<file path="config.mk">
export PLATFORM = sky130hd
export DESIGN_NAME = video_stream_crc_monitor
export DESIGN_NICKNAME = d
export VERILOG_FILES = /design/src/rtl/video_stream_crc_monitor.sv
export SDC_FILE = /design/constraint.sdc
export NUM_CORES = 1
export LEC_CHECK = 0
export CAP_MARGIN = 10
export CORE_ASPECT_RATIO = 0.8
export CORE_UTILIZATION = 40
export CTS_CLUSTER_SIZE = 30
export DETAILED_ROUTE_END_ITERATION = 6
export GPL_ROUTABILITY_DRIVEN = 0
export PLACE_DENSITY = 0.65
export SYNTH_ARGS = -nofsm -noshare
export SYNTH_HDL_FRONTEND = slang
export SYNTH_SLANG_ARGS = --single-unit
</file>
<file path="constraint.sdc">
create_clock -name clk -period 14.2 [get_ports clk]
set_input_delay 2.84 -clock clk [delete_from_list [all_inputs] [get_ports clk]]
set_output_delay 2.84 -clock clk [all_outputs]
set_load 0.01 [all_outputs]
</file>
<file path="src/rtl/video_stream_crc_monitor.sv">
// video_stream_crc_monitor: per-channel CRC-32, geometry checks and golden compare on a passively observed video stream
module video_stream_crc_monitor #(
  parameter int NUM_CH = 3,
  parameter int CH_W   = 8,
  parameter int DIM_W  = 16
) (
  input  logic                     clk,
  input  logic                     rst,
  input  logic [NUM_CH*CH_W-1:0]   s_axis_tdata,
  input  logic                     s_axis_tvalid,
  input  logic                     s_axis_tready,
  input  logic                     s_axis_tuser,
  input  logic                     s_axis_tlast,
  input  logic [DIM_W-1:0]         cfg_width,
  input  logic [DIM_W-1:0]         cfg_height,
  input  logic [NUM_CH*32-1:0]     cfg_golden,
  input  logic                     cfg_golden_en,
  input  logic                     clear,
  output logic [NUM_CH*32-1:0]     crc_last,
  output logic                     crc_valid,
  output logic [31:0]              frame_count,
  output logic [DIM_W-1:0]         line_count,
  output logic [DIM_W-1:0]         pixel_in_line,
  output logic [3:0]               err_flags,
  output logic                     irq
);
  typedef enum logic {IDLE, ACTIVE} state_t;
  state_t state, state_nxt;
  logic [NUM_CH-1:0][31:0] crc_q, crc_fold;
  logic [NUM_CH*32-1:0] crc_fin;
  logic [DIM_W-1:0] pix, lin;
  logic [DIM_W:0] pix_inc, lin_inc;
  logic fire, sof, take, short_line, long_line, done, mism;
  logic [3:0] err_nxt;

  function automatic logic [31:0] crc_step(input logic [31:0] c, input logic [CH_W-1:0] d);
    logic [31:0] r;
    r = c;
    for (int i = 0; i < CH_W; i++) r = (r >> 1) ^ ((r[0] ^ d[i]) ? 32'hEDB88320 : 32'h0);
    return r;
  endfunction

  // clear takes priority over any beat on the same cycle
  assign fire = s_axis_tvalid & s_axis_tready & ~clear;
  assign sof  = fire & s_axis_tuser;
  assign take = fire & (s_axis_tuser | (state == ACTIVE));

  // a start-of-frame beat is always processed as pixel (0,0)
  assign pix     = sof ? '0 : pixel_in_line;
  assign lin     = sof ? '0 : line_count;
  assign pix_inc = {1'b0, pix} + (DIM_W+1)'(1);
  assign lin_inc = {1'b0, lin} + (DIM_W+1)'(1);

  assign short_line = take & s_axis_tlast & (pix_inc < {1'b0, cfg_width});
  assign long_line  = take & ~s_axis_tlast & (pix_inc >= {1'b0, cfg_width});
  assign done       = take & s_axis_tlast & (lin_inc >= {1'b0, cfg_height});

  for (genvar k = 0; k < NUM_CH; k++) begin : g_ch
    assign crc_fold[k] = crc_step(sof ? '1 : crc_q[k], s_axis_tdata[k*CH_W +: CH_W]);
  end

  assign crc_fin = ~crc_fold;
  assign mism    = cfg_golden_en & (crc_fin != cfg_golden);

  always_comb begin
    state_nxt = clear ? IDLE : take ? (done ? IDLE : ACTIVE) : state;
    err_nxt   = clear ? 4'b0 : err_flags | {done & mism, sof & (state == ACTIVE), long_line, short_line};
  end

  always_ff @(posedge clk) begin
    if (rst) begin
      state         <= IDLE;
      crc_q         <= '1;
      crc_last      <= '0;
      crc_valid     <= 1'b0;
      frame_count   <= '0;
      line_count    <= '0;
      pixel_in_line <= '0;
      err_flags     <= '0;
      irq           <= 1'b0;
    end else begin
      state     <= state_nxt;
      err_flags <= err_nxt;
      crc_valid <= done;
      irq       <= done | |(err_nxt & ~err_flags);
      if (clear) begin
        frame_count   <= '0;
        line_count    <= '0;
        pixel_in_line <= '0;
      end else if (take) begin
        crc_q <= crc_fold;
        if (done) begin
          crc_last      <= crc_fin;
          frame_count   <= frame_count + 32'd1;
          line_count    <= '0;
          pixel_in_line <= '0;
        end else if (s_axis_tlast) begin
          line_count    <= lin_inc[DIM_W-1:0];
          pixel_in_line <= '0;
        end else begin
          line_count    <= lin;
          pixel_in_line <= (&pix) ? pix : pix_inc[DIM_W-1:0];
        end
      end
    end
  end
endmodule

</file>
==> metrics.txt, run 1 <==
Sum Neg Setup Slack=0 ns; Slew Limit Fails=0; CP most frequent cell=buf_4; endpoints failing setup=0; Slowest cell on crit path=clkdlybuf4s50_1; sequential fraction of the synthesis area=a little under a third; cell accounting for the most synthesized area=dfxtp_1; element type at the critical path end=flop; CTS tree=built; final wirelength=a little under 60000 µm; Yosys Warn Count=0; Cells after Synth=about 2100; final hold vios=0; initial antenna violation count=9; Tmin final=8.73 ns; Die ar.=0.0421 mm²; Core Region=0.0406 mm²; Num Clock Sinks=263; clock root buffer=clkbuf_16; drt pass-1 iters=5; Syn-to-layout area delta=28.9%; most frequent cells in the layout=326 x nor2_1, 324 x clkdlybuf4s50_1, 263 x dfxtp_1, 246 x xnor2_1, 230 x nand2_1; number of synthesized flops with an enable pin=0; nets=2529; Setup CP Type=in2reg; top area cells in the synthesized netlist=dfxtp_1 32%, xnor2_1 13%, nor2_1 7.5%, xor2_1 7.1%, nand2_1 5.3%; post-synthesis cell type count=64; HPWL after DPL=between 40000 and 50000 µm; Mean Syn Cell Area=7.91 µm²; hold buffers post-CTS=0; Internal Power=1550 µW; CP Max Fanout=74; WHS=0.454 ns; Worst Path Required=14.70 ns; multi-input gate area in the final layout=0.0106 mm²; Top FF cell, synth=dfxtp_1; share of the synthesized area in the top cell type=a little under a third; Reg area=0.00527 mm²; clk buf depth=3; Worst-Margin Slew=between 1 and 1.5 ns; post-synth net total=2282; I/O pin count=~330; Worst-path clk slew=0.06 ns; worst min-delay path class=reg2reg; setup slack after layout=5.47 ns; most common cell after layout, fill and taps aside=nor2_1; ys async rst share=0%; via density per instance=5.38; H-tree levels=1; gr ovfl total=0; startpoint types=input port; Initial Util=between 40 and 50%; pre-CTS WS=5.02 ns; largest net degree at the start of global routing=109; run status=finished, final reports clean; reg2reg setup slack=8.71 ns; All-Layer GR Usage=26.9%; share of power burned in registers=33.0%; sw frac=between 30% and 40%; VDD IR max=89.8 µV; PwrDens=around 110 mW/mm²; P_leak=0.00771 µW; switching power=746 µW; die span in x=229 µm; drt drc=0; clock share of power=39.1%; first-pass GRT wire length=87600 µm; FF+latch count, synth=263; die height=184 µm; largest stage delay on the critical path=0.75 ns; Slew HR=about a third; layout cell share with drive strength beyond 1=6.87%; clk_skew=0.0201 ns; fillcell total=3879; Design Power=2300 µW; fin util=52.4%; WL/cell=20.1 µm; via count=15700; total CTS buffers=30; fmax=approximately 110 MHz; number of global-route vias before repair=14700; synthesized area=roughly 0.017 mm²; combinational power share=27.8%; row count=between 60 and 70; PortBufs=325; # Post-CTS Setup Buffers=0; maxcap violations=0; post-cts sizing count=0; DRT antenna net count=0; fin crit share=61.5%; RSZ-0062 raised after global routing=false; Worst Path Arrival=just over 9 ns; worst skew pair latency=0.59 ns; 1st-iter DRT viols=1477; critical-path cell list=clkdlybuf4s50_1 -> nand4b_1 -> buf_4 -> and2_1 -> ha_1 -> nand4_1 -> nor4_2 -> and3_1 -> xnor2_1 -> nor2_1 -> ha_1 -> nand4_1 -> nor4_1 -> or3_1 -> a21boi_0 -> a41oi_2 -> buf_4 -> and2_4 -> buf_4 -> mux2i_1 -> nor2b_1
## stage by stage
| stage | cells | cell area, µm² |
|---|---|---|
| after floorplan | 2087 | 16500 |
| after global placement | 2846 | 20100 |
| after detailed placement | 2846 | 20100 |
| after CTS | 2902 | 21200 |
| after global routing | 2911 | 21300 |
| final | 2911 | 21300 |
## synth_stat cells (all sizes together) (42+ instances only)
cell and instances:
nand2 232, xnor2 274, nand4 43, xor2 135, o21ai 51, or2 42
a21oi 164, inv 50, dfxtp 263, clkbuf 96, nor2 334, nor3 51
## power groups by stage
stage	Clock (µW)	Combinational (µW)	Sequential [µW]
finish	900	639	760
global route	942	672	760
CTS	912	627	759
detailed placement	0	623	776
global placement	0	624	775
floorplan	0	389	771
## critical path: cells and delay by family
kind	cells	cell delay, ns
simple gates	11	2.66
buf+inv	4	2.34
fa+ha+maj	2	0.63
compound gates	2	0.27
mux	1	0.25
xor+xnor	1	0.14
## kinds of logic after synthesis
family	count (synthesis)	share of synthesized area [%]
adder cells (fa/ha/maj)	35	2.65
multiplexers	9	0.546
AND/OR/NAND/NOR	844	23.4
buffers and inverters	181	4.33
flip-flops	263	31.9
AO/OA/AOI/OAI	337	12.3
XOR/XNOR	418	24.9
## registers in the layout (all words and copies together), names as in the netlist
signal         cells
line_count        16
crc_q             96
err_flags          4
frame_count       32
crc_last          96
state              1
pixel_in_line     16
crc_valid          1
irq                1
## final timing paths
path                                     from      endpoint  depth (start not counted)
worst min-delay path              crc_last[7]   crc_last[7]                          2
worst max-delay path                    clear  crc_last[56]                         21
worst max register to register  line_count[2]  crc_last[56]                         19
worst min register to register    crc_last[7]   crc_last[7]                          2
## layout make-up
cell class | instances | share of cell area, %
diodes | 9 | 0.106
clock buffers | 40 | 4.08
clock inverters | 16 | 1.28
inverters | 50 | 0.882
multi-input cells | 1643 | 49.7
flip-flops and latches | 263 | 24.8
well taps | 544 | 3.20
repair buffers | 346 | 16.0
## metal layers
metal | vias to the layer above | global-route usage, % | routed length [µm]
met5 | - | 0 | 0
met4 | 0 | 9.36 | 1870
met3 | 93 | 5.18 | 5250
met2 | 657 | 40.7 | 25300
met1 | 7448 | 37.9 | 26000
li1 | 7467 | - | -
(Power assumes the default switching activity.)
==> run 2, diff against run 1 <==
--- a/config.mk
+++ b/config.mk
@@ -11,7 +11,7 @@
 export CTS_CLUSTER_SIZE = 30
 export DETAILED_ROUTE_END_ITERATION = 6
 export GPL_ROUTABILITY_DRIVEN = 0
-export PLACE_DENSITY = 0.65
+export PLACE_DENSITY = 0.68
 export SYNTH_ARGS = -nofsm -noshare
 export SYNTH_HDL_FRONTEND = slang
 export SYNTH_SLANG_ARGS = --single-unit
==> constraint.sdc (replaced) <==
create_clock -name clk -period 7.7 [get_ports clk]
set_input_delay 1.54 -clock clk [delete_from_list [all_inputs] [get_ports clk]]
set_output_delay 1.54 -clock clk [all_outputs]
set_load 0.01 [all_outputs]
==> run 2 against run 1 <==
- first-iteration DRC count rose by 13%
- die area unchanged
- cell count is 0.17% higher
- worst hold slack better by 0.0014 ns
- clock-buffer cell count is 5 lower
- sequential share of layout area is essentially flat
- critical endpoint unchanged
- power increased by 80%
- core utilization about the same
- worst setup slack lost 4.3 ns
- combinational power grew 86%
==> metrics.txt, run 2 (synthesis results as in run 1) <==
run status=finished, final reports clean; setup slack after layout=1.17 ns (-4.30 ns); Num Clock Sinks=263 (unchanged); CP Max Fanout=39 (-47%); Top Registers=crc_last (96), crc_q (96), frame_count (32); number of global-route vias before repair=14800 (+0.64%); pre-CTS WS=0.722 ns (-4.30 ns); Die ar.=0.0421 mm² (unchanged); final hold vios=0 (unchanged); DRT antenna net count=0 (unchanged); clk buf depth=3 (unchanged); die height=184 µm (unchanged); RSZ-0062 raised after global routing=false; clock root buffer=clkbuf_16; H-tree levels=1 (unchanged); hold buffers post-CTS=0 (unchanged); via density per instance=5.44 (+1.1%); PortBufs=325 (unchanged); row count=66 (unchanged); most common cell after layout, fill and taps aside=nor2_1; post-cts sizing count=0 (unchanged); fin area=0.0213 mm² (about the same); Slew Limit Fails=0 (unchanged); CTS tree=built; final wirelength=58900 µm (+0.78%); Setup CP Type=in2reg; 1st-iter DRT viols=1676 (+13%); P_leak=0.00773 µW (+0.23%); HPWL after DPL=44300 µm (+2.1%); WL/cell=20.2 µm (+0.61%); first-pass GRT wire length=88800 µm (+1.3%); Worst Path Required=8.20 ns (-6.50 ns); Worst-Margin Slew=1.19 ns (+0.191 ns); most frequent cells in the layout=326 x nor2_1, 324 x clkdlybuf4s50_1, 263 x dfxtp_1, 246 x xnor2_1, 230 x nand2_1; clk_skew=0.0123 ns (-0.00784 ns); # Post-CTS Setup Buffers=0 (unchanged); Worst Path Arrival=7.03 ns (-2.20 ns); initial antenna violation count=7 (-2); PwrDens=194 mW/mm² (+80%); Sum Neg Setup Slack=0 ns (unchanged); total CTS buffers=28 (-6.7%); I/O pin count=326 (unchanged); worst min-delay path class=reg2reg; All-Layer GR Usage=27.3% (+0.39 points); element type at the critical path end=flop; drt pass-1 iters=7 (+2); Tmin final=6.53 ns; worst skew pair latency=0.57 ns (-0.02 ns); VDD IR max=194 µV (+120%); endpoints failing setup=0 (unchanged); Initial Util=40.6% (unchanged); DP Area=0.0202 mm² (+0.54%); largest net degree at the start of global routing=117 (+7.3%); Worst-path clk slew=0.07 ns (about the same); layout cell share with drive strength beyond 1=7.19% (+0.32 points); Core Region=0.0406 mm² (unchanged); drt drc=0 (unchanged); maxcap violations=0 (unchanged); fin crit share=84.8%; die span in x=229 µm (unchanged); gr ovfl total=0 (unchanged); fillcell total=3869 (-0.26%); fmax=153 MHz; nets=2538 (+0.36%); startpoint types=input port; Slew HR=20.4% (-13 points); Syn-to-layout area delta=28.9% (about the same); via count=15900 (+1.3%)
==> run 2: layer usage <==
| layer | global-route usage, % | vias to the layer above | share of wire, % |
|---|---|---|---|
| met2 | 41.0 | 777 | 43 |
| met5 | 0 | - | 0 |
| met1 | 39.0 | 7512 | 45 |
| met3 | 4.84 | 101 | 8.9 |
| li1 | - | 7479 | - |
| met4 | 9.31 | 0 | 3.4 |
==> run 2: stage by stage <==
step | util (%) | std cells | power [µW] | hold WS [ns]
2_1_floorplan | - | 2087 | 2140 | 0.436
3_3_place_gp | 49.8 | 2857 | 2590 | 0.445
3_5_place_dp | 49.8 | 2857 | 2590 | 0.446
4_1_cts | 52.3 | 2909 | 4130 | 0.456
5_1_grt | 52.4 | 2915 | 4280 | 0.479
6_report | 52.4 | 2916 | 4140 | 0.455
==> run 2: worst paths after layout <==
kind | from | cells past startpoint | end | slack [ns]
min | crc_last[36] | 2 | crc_last[36] | 0.46
min reg2reg | crc_last[36] | 2 | crc_last[36] | 0.46
max reg2reg | line_count[2] | 19 | crc_last[56] | 2.58
max | clear | 22 | crc_last[56] | 1.17
==> run 2: report_power, final <==
group | switching (µW) | leakage, µW | total [µW] | internal, µW
clock | 607 | 0.000519 | 1540 | 934
sequential | 20.8 | 0.00213 | 1400 | 1380
combinational | 727 | 0.00508 | 1190 | 467
==> run 2: final cells by class <==
| type | instances | area, µm² | share of cell area, % |
|---|---|---|---|
| timing repair buffer | 357 | 3520 | 16.5 |
| multi-input combinational | 1643 | 10600 | 49.7 |
| clock inverter | 17 | 241 | 1.14 |
| antenna | 7 | 17.5 | 0.0823 |
| sequential | 263 | 5270 | 24.8 |
| clock buffer | 35 | 798 | 3.75 |
| inverter | 50 | 188 | 0.882 |
| tap | 544 | 681 | 3.20 |
==> run 2: critical path, stage by stage <==
cell and delay (ns):
clkdlybuf4s50_1 0.46, buf_4 0.17, nand4b_1 0.13, buf_4 0.20, and2_1 0.17, ha_1 0.29, nand4_1 0.20, nor4_2 0.47
and3_1 0.31, xnor2_1 0.14, nor2_1 0.06, ha_1 0.33, nand4_1 0.09, nor4_1 0.38, or3_1 0.16, a21boi_0 0.11
a41oi_2 0.32, buf_4 0.32, and2_4 0.52, buf_4 0.33, mux2i_1 0.19, nor2b_1 0.13
==> run 3, diff against run 2 <==
==> constraint.sdc (replaced) <==
create_clock -name clk -period 5.7 [get_ports clk]
set_input_delay 1.14 -clock clk [delete_from_list [all_inputs] [get_ports clk]]
set_output_delay 1.14 -clock clk [all_outputs]
set_load 0.01 [all_outputs]
==> run 3 against run 2 <==
- sequential power is 35% higher
- cell count is 2.6% higher
- worst hold slack hardly changed
- final area is 2.6% higher
- critical endpoint is now err_flags[3]
- largest cell class unchanged
- largest power group is now registers
==> metrics.txt, run 3 (synthesis results as in run 1) <==
DRT antenna net count=0 (unchanged); gr ovfl total=0 (unchanged); critical-path cell list=clkdlybuf4s50_1 -> and4b_4 -> buf_12 -> nor2_1 -> xnor2_1 -> xnor2_2 -> xnor2_1 -> xor2_1 -> buf_4 -> xor2_1 -> nor4_1 -> buf_4 -> nand4_1 -> nor4_1 -> nor3_1; most frequent cells in the layout=326 x nor2_1, 324 x clkdlybuf4s50_1, 263 x dfxtp_1, 246 x xnor2_1, 230 x nand2_1; VDD IR max=185 µV (-4.8%); worst min-delay path class=reg2reg; via density per instance=5.40 (-0.73%); placed insts=2938 (+2.8%); row count=66 (unchanged); drt drc=0 (unchanged); Slowest cell on crit path=and4b_4; fin crit share=90.4%; Non-Filler Instances=2993 (+2.6%); startpoint types=input port; fin util=53.7% (+1.3 points); nets=2619 (+3.2%); number of global-route vias before repair=15200 (+2.8%); PwrDens=254 mW/mm² (+31%); DP Area=0.0209 mm² (+3.2%); Syn-to-layout area delta=32.2%; final hold vios=0 (unchanged); pre-CTS WS=0.0122 ns (-0.710 ns); All-Layer GR Usage=27.6% (+0.31 points); first-pass GRT wire length=90000 µm (+1.4%); Worst Path Required=6.15 ns (-2.05 ns); maxcap violations=0 (unchanged); setup slack after layout=0.549 ns (-0.619 ns); element type at the critical path end=flop; Worst-Margin Slew=1.01 ns (-0.185 ns); total CTS buffers=28 (unchanged); CP Max Fanout=29 (-26%); PortBufs=325 (unchanged); # Post-CTS Setup Buffers=0 (unchanged); final wirelength=59800 µm (+1.5%); worst skew pair latency=0.58 ns (about the same); layout cell share with drive strength beyond 1=10.0% (+2.8 points); via count=16200 (+1.9%); die span in x=229 µm (unchanged); endpoints failing setup=0 (unchanged); Tmin final=5.15 ns; largest net degree at the start of global routing=122 (+4.3%); fmax=194 MHz; initial antenna violation count=7 (unchanged); 1st-iter DRT viols=1525 (-9.0%); I/O pin count=326 (unchanged); most common cell after layout, fill and taps aside=nor2_1; Worst-path clk slew=0.06 ns (about the same); RSZ-0062 raised after global routing=false; largest stage delay on the critical path=0.76 ns (+0.24 ns); fin area=0.0218 mm² (+2.6%); run status=finished, final reports clean; hold buffers post-CTS=0 (unchanged); Slew Limit Fails=0 (unchanged); clk buf depth=3 (unchanged); Top Registers=crc_last (96), crc_q (96), frame_count (32); clk_skew=0.0322 ns (+0.0199 ns); Num Clock Sinks=263 (unchanged); Worst Path Arrival=5.60 ns (-1.43 ns); H-tree levels=1 (unchanged); CTS tree=built; HPWL after DPL=45600 µm (+3.0%); P_leak=0.00810 µW (+4.8%); die height=184 µm (unchanged); Core Region=0.0406 mm² (unchanged); Slew HR=32.8% (+12 points); Setup CP Type=in2reg; Initial Util=40.6% (unchanged); drt pass-1 iters=7 (unchanged); Die ar.=0.0421 mm² (unchanged); WL/cell=20.0 µm (-1.1%); clock root buffer=clkbuf_16; Sum Neg Setup Slack=0 ns (unchanged); post-cts sizing count=0 (unchanged)
-- run 3: cell types whose count changed in the layout (fill, tap and decap cells not counted) --
cell,before,now
nor4_4,0,1
clkbuf_1,1,3
buf_12,2,5
clkbuf_16,29,28
inv_6,1,0
bufinv_16,6,3
nor4_2,1,0
clkinv_8,0,1
clkinv_2,9,7
buf_4,30,108
-- run 3: cell type report --
class | count | area (µm²)
fill | 3846 | 18800
timing repair buffer | 438 | 4170
multi-input combinational | 1643 | 10600
inverter | 50 | 188
antenna | 7 | 17.5
sequential | 263 | 5270
clock inverter | 12 | 149
tap | 544 | 681
clock buffer | 36 | 781
-- run 3: power breakdown --
part / switching [µW] / internal, µW
logic: 1010 / 758
registers: 28.9 / 1860
clock network: 792 / 1100
total: 1830 / 3720
-- run 3: final timing paths --
check                                   start             end  slack [ns]  cells past startpoint
worst max-delay path                    clear    err_flags[3]        0.55                     15
worst min register to register   crc_last[46]    crc_last[46]        0.45                      2
worst min-delay path             crc_last[46]    crc_last[46]        0.45                      2
worst max register to register  line_count[2]  frame_count[9]        1.27                     18
-- run 3: stage by stage --
stage,total power [µW],hold WS [ns]
finish,5550,0.455
global route,5730,0.477
CTS,5530,0.459
detailed placement,3650,0.451
global placement,3640,0.443
floorplan,2890,0.436
-- run 3: per-layer routing --
| layer | up-vias | GRT usage [%] | share of wire (%) |
|---|---|---|---|
| li1 | 7636 | - | - |
| met1 | 7665 | 38.3 | 44 |
| met2 | 765 | 42.8 | 44 |
| met3 | 103 | 5.18 | 8.7 |
| met4 | 0 | 9.07 | 3.3 |
| met5 | - | 0 | 0 |
-- run 3: worst max-delay path, delay by kind of cell --
kind / cells / cell delay [ns]
buf+inv: 4 / 1.10
xor+xnor: 5 / 1.44
simple gates: 6 / 1.88
